File: config.mk
export PLATFORM = sky130hd
export DESIGN_NAME = kyber_butterfly_seq_flat
export DESIGN_NICKNAME = d
export VERILOG_FILES = /design/src/rtl/kyber_butterfly_seq_if.sv /design/src/rtl/kyber_butterfly_seq.sv /design/src/flat_wrapper.sv
export SDC_FILE = /design/constraint.sdc
export NUM_CORES = 1
export LEC_CHECK = 0
export BUFFER_PORTS_ARGS = -buffer_cell sky130_fd_sc_hd__buf_2
export CORE_MARGIN = 2
export CORE_UTILIZATION = 45
export DETAILED_ROUTE_END_ITERATION = 8
export PLACE_DENSITY = 0.71
export SETUP_SLACK_MARGIN = 0.4
export SYNTH_ARGS = -nofsm -noshare
export SYNTH_HDL_FRONTEND = slang
export SYNTH_SLANG_ARGS = --single-unit
File: constraint.sdc
create_clock -name i_clk -period 1.6 [get_ports i_clk]
set_input_delay 0.16 -clock i_clk [delete_from_list [all_inputs] [get_ports i_clk]]
set_output_delay 0.16 -clock i_clk [all_outputs]
set_load 0.02 [all_outputs]
File: src/rtl/kyber_butterfly_seq_if.sv
// Port bundle between the butterfly sequencer, its upstream fetch logic,
// its downstream consumer and the shared modular arithmetic unit.
interface kyber_butterfly_seq_if;
  logic        i_valid;
  logic        o_ready;
  logic        i_inv;
  logic [11:0] i_a;
  logic [11:0] i_b;
  logic [11:0] i_zeta;
  logic        o_valid;
  logic        i_ready;
  logic [11:0] o_a;
  logic [11:0] o_b;
  logic [11:0] o_ar_a;
  logic [11:0] o_ar_b;
  logic [1:0]  o_ar_morb;
  logic        o_ar_en;
  logic [11:0] i_ar_c;
  logic        i_ar_done;

  modport slave (
    input  i_valid, i_inv, i_a, i_b, i_zeta, i_ready, i_ar_c, i_ar_done,
    output o_ready, o_valid, o_a, o_b, o_ar_a, o_ar_b, o_ar_morb, o_ar_en
  );

  modport master (
    output i_valid, i_inv, i_a, i_b, i_zeta, i_ready, i_ar_c, i_ar_done,
    input  o_ready, o_valid, o_a, o_b, o_ar_a, o_ar_b, o_ar_morb, o_ar_en
  );
endinterface

File: src/rtl/kyber_butterfly_seq.sv
// Sequences one CT/GS butterfly as three ops on a shared arithmetic unit.
// Result valid 1 + sum(1+L_k) cycles after accept; result held while i_ready is low.
module kyber_butterfly_seq #(
  parameter int         KYBER_Q  = 3329,
  parameter logic [1:0] MODE_MUL = 2'b10,
  parameter logic [1:0] MODE_ADD = 2'b01,
  parameter logic [1:0] MODE_SUB = 2'b00
) (
  input logic                  i_clk,
  input logic                  i_rst,
  kyber_butterfly_seq_if.slave bus
);

  localparam int DW = $clog2(KYBER_Q);

  typedef enum logic [2:0] {
    IDLE, ISSUE1, WAIT1, ISSUE2, WAIT2, ISSUE3, WAIT3, OUT
  } state_t;

  state_t          r_state;
  logic [DW-1:0]   r_a;
  logic [DW-1:0]   r_b;
  logic [DW-1:0]   r_zeta;
  logic            r_inv;
  logic [DW-1:0]   r_t;
  logic [DW-1:0]   r_oa;
  logic [DW-1:0]   r_ob;
  logic [DW-1:0]   r_ar_a;
  logic [DW-1:0]   r_ar_b;
  logic [1:0]      r_ar_morb;
  logic            r_ar_en;
  logic            r_valid;
  logic            r_ready;

  // Operands for op k+1 are registered on the edge that leaves WAITk, so an
  // op result that feeds the next op is taken straight from i_ar_c.
  always_ff @(posedge i_clk) begin
    if (i_rst) begin
      r_state   <= IDLE;
      r_a       <= '0;
      r_b       <= '0;
      r_zeta    <= '0;
      r_inv     <= 1'b0;
      r_t       <= '0;
      r_oa      <= '0;
      r_ob      <= '0;
      r_ar_a    <= '0;
      r_ar_b    <= '0;
      r_ar_morb <= '0;
      r_ar_en   <= 1'b0;
      r_valid   <= 1'b0;
      r_ready   <= 1'b1;
    end else begin
      r_ar_en <= 1'b0;
      case (r_state)
        IDLE: begin
          if (bus.i_valid) begin
            r_a     <= bus.i_a;
            r_b     <= bus.i_b;
            r_zeta  <= bus.i_zeta;
            r_inv   <= bus.i_inv;
            r_ready <= 1'b0;
            r_ar_en <= 1'b1;
            r_state <= ISSUE1;
            if (bus.i_inv) begin
              r_ar_a    <= bus.i_a;
              r_ar_b    <= bus.i_b;
              r_ar_morb <= MODE_ADD;
            end else begin
              r_ar_a    <= bus.i_zeta;
              r_ar_b    <= bus.i_b;
              r_ar_morb <= MODE_MUL;
            end
          end
        end
        ISSUE1: r_state <= WAIT1;
        WAIT1: begin
          if (bus.i_ar_done) begin
            r_ar_en <= 1'b1;
            r_state <= ISSUE2;
            if (r_inv) begin
              r_oa      <= bus.i_ar_c;
              r_ar_a    <= r_b;
              r_ar_b    <= r_a;
              r_ar_morb <= MODE_SUB;
            end else begin
              r_t       <= bus.i_ar_c;
              r_ar_a    <= r_a;
              r_ar_b    <= bus.i_ar_c;
              r_ar_morb <= MODE_ADD;
            end
          end
        end
        ISSUE2: r_state <= WAIT2;
        WAIT2: begin
          if (bus.i_ar_done) begin
            r_ar_en <= 1'b1;
            r_state <= ISSUE3;
            if (r_inv) begin
              r_t       <= bus.i_ar_c;
              r_ar_a    <= r_zeta;
              r_ar_b    <= bus.i_ar_c;
              r_ar_morb <= MODE_MUL;
            end else begin
              r_oa      <= bus.i_ar_c;
              r_ar_a    <= r_a;
              r_ar_b    <= r_t;
              r_ar_morb <= MODE_SUB;
            end
          end
        end
        ISSUE3: r_state <= WAIT3;
        WAIT3: begin
          if (bus.i_ar_done) begin
            r_ob      <= bus.i_ar_c;
            r_ar_a    <= '0;
            r_ar_b    <= '0;
            r_ar_morb <= '0;
            r_valid   <= 1'b1;
            r_state   <= OUT;
          end
        end
        OUT: begin
          if (bus.i_ready) begin
            r_valid <= 1'b0;
            r_ready <= 1'b1;
            r_state <= IDLE;
          end
        end
        default: r_state <= IDLE;
      endcase
    end
  end

  assign bus.o_ready   = r_ready;
  assign bus.o_valid   = r_valid;
  assign bus.o_a       = r_oa;
  assign bus.o_b       = r_ob;
  assign bus.o_ar_a    = r_ar_a;
  assign bus.o_ar_b    = r_ar_b;
  assign bus.o_ar_morb = r_ar_morb;
  assign bus.o_ar_en   = r_ar_en;

endmodule

File: src/flat_wrapper.sv
// flat-port wrapper written by rule: the top's interface ports become plain ports
module kyber_butterfly_seq_flat 
#(
  parameter int         KYBER_Q  = 3329,
  parameter logic [1:0] MODE_MUL = 2'b10,
  parameter logic [1:0] MODE_ADD = 2'b01,
  parameter logic [1:0] MODE_SUB = 2'b00
)
  (i_clk, i_rst, bus_i_valid, bus_i_inv, bus_i_a, bus_i_b, bus_i_zeta, bus_i_ready, bus_i_ar_c, bus_i_ar_done, bus_o_ready, bus_o_valid, bus_o_a, bus_o_b, bus_o_ar_a, bus_o_ar_b, bus_o_ar_morb, bus_o_ar_en);
  kyber_butterfly_seq_if bus_i ();
  input logic i_clk;
  input logic i_rst;
  input wire logic [$bits(bus_i.i_valid)-1:0] bus_i_valid;
  input wire logic [$bits(bus_i.i_inv)-1:0] bus_i_inv;
  input wire logic [$bits(bus_i.i_a)-1:0] bus_i_a;
  input wire logic [$bits(bus_i.i_b)-1:0] bus_i_b;
  input wire logic [$bits(bus_i.i_zeta)-1:0] bus_i_zeta;
  input wire logic [$bits(bus_i.i_ready)-1:0] bus_i_ready;
  input wire logic [$bits(bus_i.i_ar_c)-1:0] bus_i_ar_c;
  input wire logic [$bits(bus_i.i_ar_done)-1:0] bus_i_ar_done;
  output wire logic [$bits(bus_i.o_ready)-1:0] bus_o_ready;
  output wire logic [$bits(bus_i.o_valid)-1:0] bus_o_valid;
  output wire logic [$bits(bus_i.o_a)-1:0] bus_o_a;
  output wire logic [$bits(bus_i.o_b)-1:0] bus_o_b;
  output wire logic [$bits(bus_i.o_ar_a)-1:0] bus_o_ar_a;
  output wire logic [$bits(bus_i.o_ar_b)-1:0] bus_o_ar_b;
  output wire logic [$bits(bus_i.o_ar_morb)-1:0] bus_o_ar_morb;
  output wire logic [$bits(bus_i.o_ar_en)-1:0] bus_o_ar_en;
  assign bus_i.i_valid = bus_i_valid;
  assign bus_i.i_inv = bus_i_inv;
  assign bus_i.i_a = bus_i_a;
  assign bus_i.i_b = bus_i_b;
  assign bus_i.i_zeta = bus_i_zeta;
  assign bus_i.i_ready = bus_i_ready;
  assign bus_i.i_ar_c = bus_i_ar_c;
  assign bus_i.i_ar_done = bus_i_ar_done;
  assign bus_o_ready = bus_i.o_ready;
  assign bus_o_valid = bus_i.o_valid;
  assign bus_o_a = bus_i.o_a;
  assign bus_o_b = bus_i.o_b;
  assign bus_o_ar_a = bus_i.o_ar_a;
  assign bus_o_ar_b = bus_i.o_ar_b;
  assign bus_o_ar_morb = bus_i.o_ar_morb;
  assign bus_o_ar_en = bus_i.o_ar_en;
  kyber_butterfly_seq #(.KYBER_Q(KYBER_Q), .MODE_MUL(MODE_MUL), .MODE_ADD(MODE_ADD), .MODE_SUB(MODE_SUB)) u_core (.i_clk(i_clk), .i_rst(i_rst), .bus(bus_i));
endmodule
==> Word-level counts from Yosys, hierarchy flattened <==
Cells that the tools add are included.
W data, S select, Z words.
{ "word_totals": {"reg_bits": 105, "input_bits": 54, "wordCells": 86} }
{ "classes": {"n_eq_ne": 15, "muxes": 43, "reduce_logical": 14} }
{ "op_table": {"columns": ["cell", "count"], "rows": [
  ["$mux W12", 16],
  ["$pmux W12 S4", 2],
  ["$pmux W12 S2", 2],
  ["$pmux W3 S8", 1],
  ["$mux W3", 5],
  ["$reduce_and A5 Y1", 3],
  ["$ne A2 B2 Y1 const B", 7],
  ["$eq A3 B3 Y1 const B", 4],
  ["$mux W2", 6],
  ["$pmux W2 S4", 1],
  ["$mux W1", 7],
  ["$eq A3 B2 Y1 const B", 2],
  ["$pmux W1 S2", 3],
  ["$reduce_and A3 Y1", 2],
  ["$reduce_bool A2 Y1", 3],
  ["$reduce_and A2 Y1", 2],
  ["$reduce_and A4 Y1", 1],
  ["$reduce_bool A4 Y1", 1],
  ["$eq A3 B1 Y1 const B", 1],
  ["$logic_not A3 Y1", 1],
  ["$ne A2 B1 Y1 const B", 1],
  ["$reduce_or A2 Y1", 1]
]} }

==> Logic depth before layout (Yosys ltp) <==
{ "logic_depth": {"ltp_word": 3, "depth_mapped": 9, "mapped_depth_nobuf": 6} }

==> Worst setup path after synthesis <==
No wires, ideal clock.
{ "synth_path": {"path_type": "reg-to-reg", "from": "register u_core.r_state[0]", "to": "register u_core.r_oa[10] (netlist: u_core.bus.o_a[10])", "setup_time_ns": 0.128, "arrival_ns": 1.625, "setup_slack_ns": -0.152, "stages_incl_launch_ff": 9, "synth_period_minus_slack_ns": 1.752, "cell_sequence": "dfxtp_1 -> inv_1 -> ha_1 -> clkbuf_2 -> and3b_1 -> o21ai_1 -> buf_4 -> mux2i_1 -> nor2_1"} }
{ "synth_via": {"elab_chain_cells": 3} }
{ "synth_rtl": {"columns": ["item", "line", "source"], "rows": [
  ["from (decl)", "kyber_butterfly_seq.sv:20", "state_t r_state;"],
  ["from (signal assigned)", "kyber_butterfly_seq.sv:39", "r_state <= IDLE;"],
  ["from (signal assigned)", "kyber_butterfly_seq.sv:64", "r_state <= ISSUE1;"],
  ["from (signal assigned)", "kyber_butterfly_seq.sv:76", "ISSUE1: r_state <= WAIT1;"],
  ["$eq A3 B3 Y1 or $eq A3 B2 Y1 (tied branches)", "kyber_butterfly_seq.sv:55", "case (r_state)"],
  ["$ne A2 B2 Y1 (no line) (tied with other cells)", null, null],
  ["$reduce_and A5 Y1 (no line)", null, null],
  ["to (signal assigned)", "kyber_butterfly_seq.sv:82", "r_oa <= bus.i_ar_c;"],
  ["to (signal assigned)", "kyber_butterfly_seq.sv:105", "r_oa <= bus.i_ar_c;"],
  ["to (decl)", "kyber_butterfly_seq.sv:26", "logic [DW-1:0] r_oa;"]
]} }
Parallel ways exist; a longest one is shown, timed or not.
A chain may end at the register's enable or synchronous reset.

==> Final worst setup path <==
{ "layout_path": {"from": "register u_core.r_state[1]", "to": "register u_core.r_ar_a[2] (netlist: u_core.bus.o_ar_a[2])"} }
{ "layout_via": {"elab_chain_cells": 3} }
{ "layout_rtl": {"columns": ["item", "line", "source"], "rows": [
  ["$eq A3 B2 Y1 (tied with other cells)", "kyber_butterfly_seq.sv:55", null],
  ["$reduce_bool A4 Y1 (no line) or $ne A2 B2 Y1 (tied branches)", null, null],
  ["$reduce_and A5 Y1 (no line)", null, null],
  ["to (signal assigned)", "kyber_butterfly_seq.sv:66", "r_ar_a <= bus.i_a;"],
  ["to (signal assigned)", "kyber_butterfly_seq.sv:70", "r_ar_a <= bus.i_zeta;"],
  ["to (signal assigned)", "kyber_butterfly_seq.sv:83", "r_ar_a <= r_b;"],
  ["to (decl)", "kyber_butterfly_seq.sv:28", "logic [DW-1:0] r_ar_a;"]
]} }
Parallel ways exist; a longest one is shown, timed or not.

==> flow_metrics.env <==
export IMPL_status="complete, but fails checks"
export IMPL_violations="negative setup slack"
export IMPL_yosys_register_bits=105
export IMPL_clock_skew_ns=0.0158
export IMPL_synth_top_cell_by_area="dfxtp_1"
export IMPL_fp_dieH_um=108
export IMPL_grt_antenna_before_repair=0
export IMPL_layout_min_cycle_time_ns=1.83
export IMPL_yosys_top_cells_area="dfxtp_1, mux2i_1, nand2_1"
export IMPL_syn_avg_cell_area_um2=8.31
export IMPL_setup_viol=90
export IMPL_drc_errors=0
export IMPL_synth_most_common_cell="nand2_1"
export IMPL_yosysTopAreaCellShare_pct=43.0
export IMPL_io_buffers=106
export IMPL_hold_viol=0
export IMPL_drv_slew=0
export IMPL_async_flop_share_pct=0
export IMPL_grt_pass1_vias=4845
export IMPL_die_x_um=108
export IMPL_p_int_mw=7.92
export IMPL_synth_edf_count=0
export IMPL_cts_buffer_depth=2
export IMPL_path_clk_slew_ns=0.10
export IMPL_drt_iter0_drc=587
export IMPL_htree_levels=3
export IMPL_io_pins=107
export IMPL_synth_ff_type="dfxtp_1"
export IMPL_fin_nets=792
export IMPL_drtPass1Iterations=7
export IMPL_syn_inst=588
export IMPL_place_inst=816
export IMPL_p_comb_share_pct=60.5
export IMPL_clkPwrFrac_pct=13.1
export IMPL_antenna_left=0
export IMPL_cts_sinks=105
export IMPL_ys_warn_count=0
export IMPL_start_util_pct=45.6
export IMPL_critPathRequiredTime_ns=1.85
export IMPL_slew_headroom_pct=65.6
export IMPL_drive_gt1_share_pct=40.2
export IMPL_grt_pass1_wl_um=25300
export IMPL_yosys_top_cells_count="nand2_1, dfxtp_1, nor2_1"
export IMPL_leakagePower_nw=2.89
export IMPL_critPathArrivalTime_ns=2.08
export IMPL_wl_met2_um=8390
export IMPL_worstSetupPathType="register to register"
export IMPL_power_density_mw_per_mm2=2020
export IMPL_seq_power_share_pct=26.3
export IMPL_grt_ovfl_total=0
export IMPL_drt_total_wl_um=17700
export IMPL_grtUsageTotal_pct=28.1
export IMPL_drv_cap=0
export IMPL_top_layer="met4"
export IMPL_seq_area_frac_synth_pct=43.0
export IMPL_num_rows=38
export IMPL_area_growth_syn_to_layout_pct=40.9
export IMPL_synth_nets=646
export IMPL_num_antenna_cells=0
export IMPL_ctsRootBufferMaster="clkbuf_8"
export IMPL_hold_class="primary input to register"
export IMPL_setup_tns_ns=-11.09
export IMPL_worst_pin_slew_ns=0.517
export IMPL_ir_drop_mv=0.882
export IMPL_clk_latency_ns=0.39
export IMPL_grt_start_max_net_pins=106
export IMPL_dieArea_mm2=0.0117
export IMPL_hpwlAfterDp_um=9940
export IMPL_finalCritPeriodShare_pct=114
export IMPL_crit_path_start_kind="register"
export IMPL_worstSetupEndpointType="register"
export IMPL_num_vias=5312
export IMPL_wire_per_inst_um=20.1
export IMPL_rsz0062_at_grt="true"
export IMPL_place_congestion=0.875
export IMPL_synthDistinctLibCells=36
export IMPL_tritoncts="built"
export IMPL_setup_ws_ns=-0.231
export IMPL_total_power_mw=13.9
export IMPL_dr_wl_met3_um=1480
export IMPL_power_switching_mw=5.98
export IMPL_synth_area_mm2=0.00488
export IMPL_worstPathMaxFanout=8
export IMPL_fmax_ghz=0.546
export IMPL_core_area_mm2=0.0107
export IMPL_numCtsBuffers=9
export IMPL_wl_met1_um=6820
export IMPL_viasPerCell=6.05
export IMPL_holdPathStages=3
export IMPL_final_cells=878
export IMPL_reg2regPathDepth=9
export IMPL_swShare_pct=43.0
## area by class of cell
class / instances / area, um2
sequential: 105 / 2110
clock buffer: 10 / 138
tap: 140 / 175
fill: 837 / 3820
multi-input combinational: 436 / 3030
timing repair buffer: 179 / 1330
inverter: 3 / 16.3
clock inverter: 5 / 80.1
## metrics by stage
| stage | hold slack, ns | setup slack, ns | util (%) | instance area (um2) |
|---|---|---|---|---|
| CTS | 0.0249 | -0.0912 | 61.2 | 6550 |
| finish | 0.0217 | -0.231 | 64.3 | 6880 |
| global route | 0.0136 | -0.306 | 64.3 | 6880 |
| detailed placement | 0.423 | -0.195 | 53.6 | 5730 |
| floorplan | 0.296 | -0.00443 | - | 5060 |
| global placement | 0.411 | -0.128 | 53.6 | 5730 |
## cell families after synthesis
logic type / count (synthesis) / share of synthesized area, %
fa+ha+maj: 4 / 1.02
mux: 63 / 13.2
flops: 105 / 43.0
compound gates: 125 / 16.9
simple gates: 235 / 20.0
buf+inv: 56 / 5.87
## state kept, by name, indices dropped and copies added (netlist names)
name,flops
u_core.r_inv,1
u_core.bus.o_b,12
u_core.r_t,12
u_core.r_a,12
u_core.bus.o_ar_en,1
u_core.bus.o_ar_b,12
u_core.bus.o_ar_a,12
u_core.bus.o_a,12
u_core.r_state,3
u_core.bus.o_valid,1
u_core.r_b,12
u_core.r_zeta,12
u_core.bus.o_ready,1
u_core.bus.o_ar_morb,2
## power groups by stage
stage / sequential (mW) / clock [mW] / combinational (mW)
after floorplan: 3.87 / 0 / 3.72
after global placement: 3.62 / 0 / 5.10
after detailed placement: 3.63 / 0 / 5.23
after CTS: 3.60 / 1.84 / 7.17
after global routing: 3.71 / 1.95 / 8.85
final: 3.66 / 1.82 / 8.41
## layer usage
layer / global-route usage [%] / vias to the layer above
li1: - / 2375
met3: 5.67 / 96
met2: 46.0 / 280
met5: 0 / -
met4: 13.2 / 0
met1: 35.7 / 2561
## cells in the final DEF (no fill, tap or decap), drive strengths merged, types with 5 or more instances in the layout
cell     Yosys  layout
nand2      114     114
mux2i       51      51
o21ai       16      16
clkbuf      20      10
a211oi      25      25
o221a        1       5
dfxtp      105     105
a222oi      12      12
a21oi       54      54
nor3        21      21
nor2        73      73
o2bb2ai      8       8
buf         33     179
nand3       13      13
mux2        12      12
## final timing paths
| kind | start | end | slack (ns) |
|---|---|---|---|
| hold / removal | bus_i_zeta[1] | u_core.r_zeta[1]$_SDFFE_PP0P_ | 0.02 |
| setup / recovery | u_core.r_state[1]$_SDFFE_PP0P_ | u_core.bus.o_ar_a[2]$_SDFFE_PP0P_ | -0.23 |
| hold reg to reg | u_core.bus.o_b[8]$_SDFFE_PP0P_ | u_core.bus.o_b[8]$_SDFFE_PP0P_ | 0.46 |
| setup reg to reg | u_core.r_state[1]$_SDFFE_PP0P_ | u_core.bus.o_ar_a[2]$_SDFFE_PP0P_ | -0.23 |
## what timing repair did
item	CTS	global route
gates resized for setup	71	68
buffers inserted	22	11
pin swaps	16	54
gates cloned	13	1
setup endpoints to repair	105	105
hold buffers	0	0
## critical path, cell delays in order, from the launching register on
cell	delay, ns
dfxtp_4	0.39
inv_4	0.04
ha_4	0.17
buf_6	0.12
buf_12	0.13
buf_12	0.14
nand3_2	0.06
o21ai_1	0.09
a222oi_1	0.42
a211oi_2	0.13
Note: power is estimated with default switching activity, not from simulation.
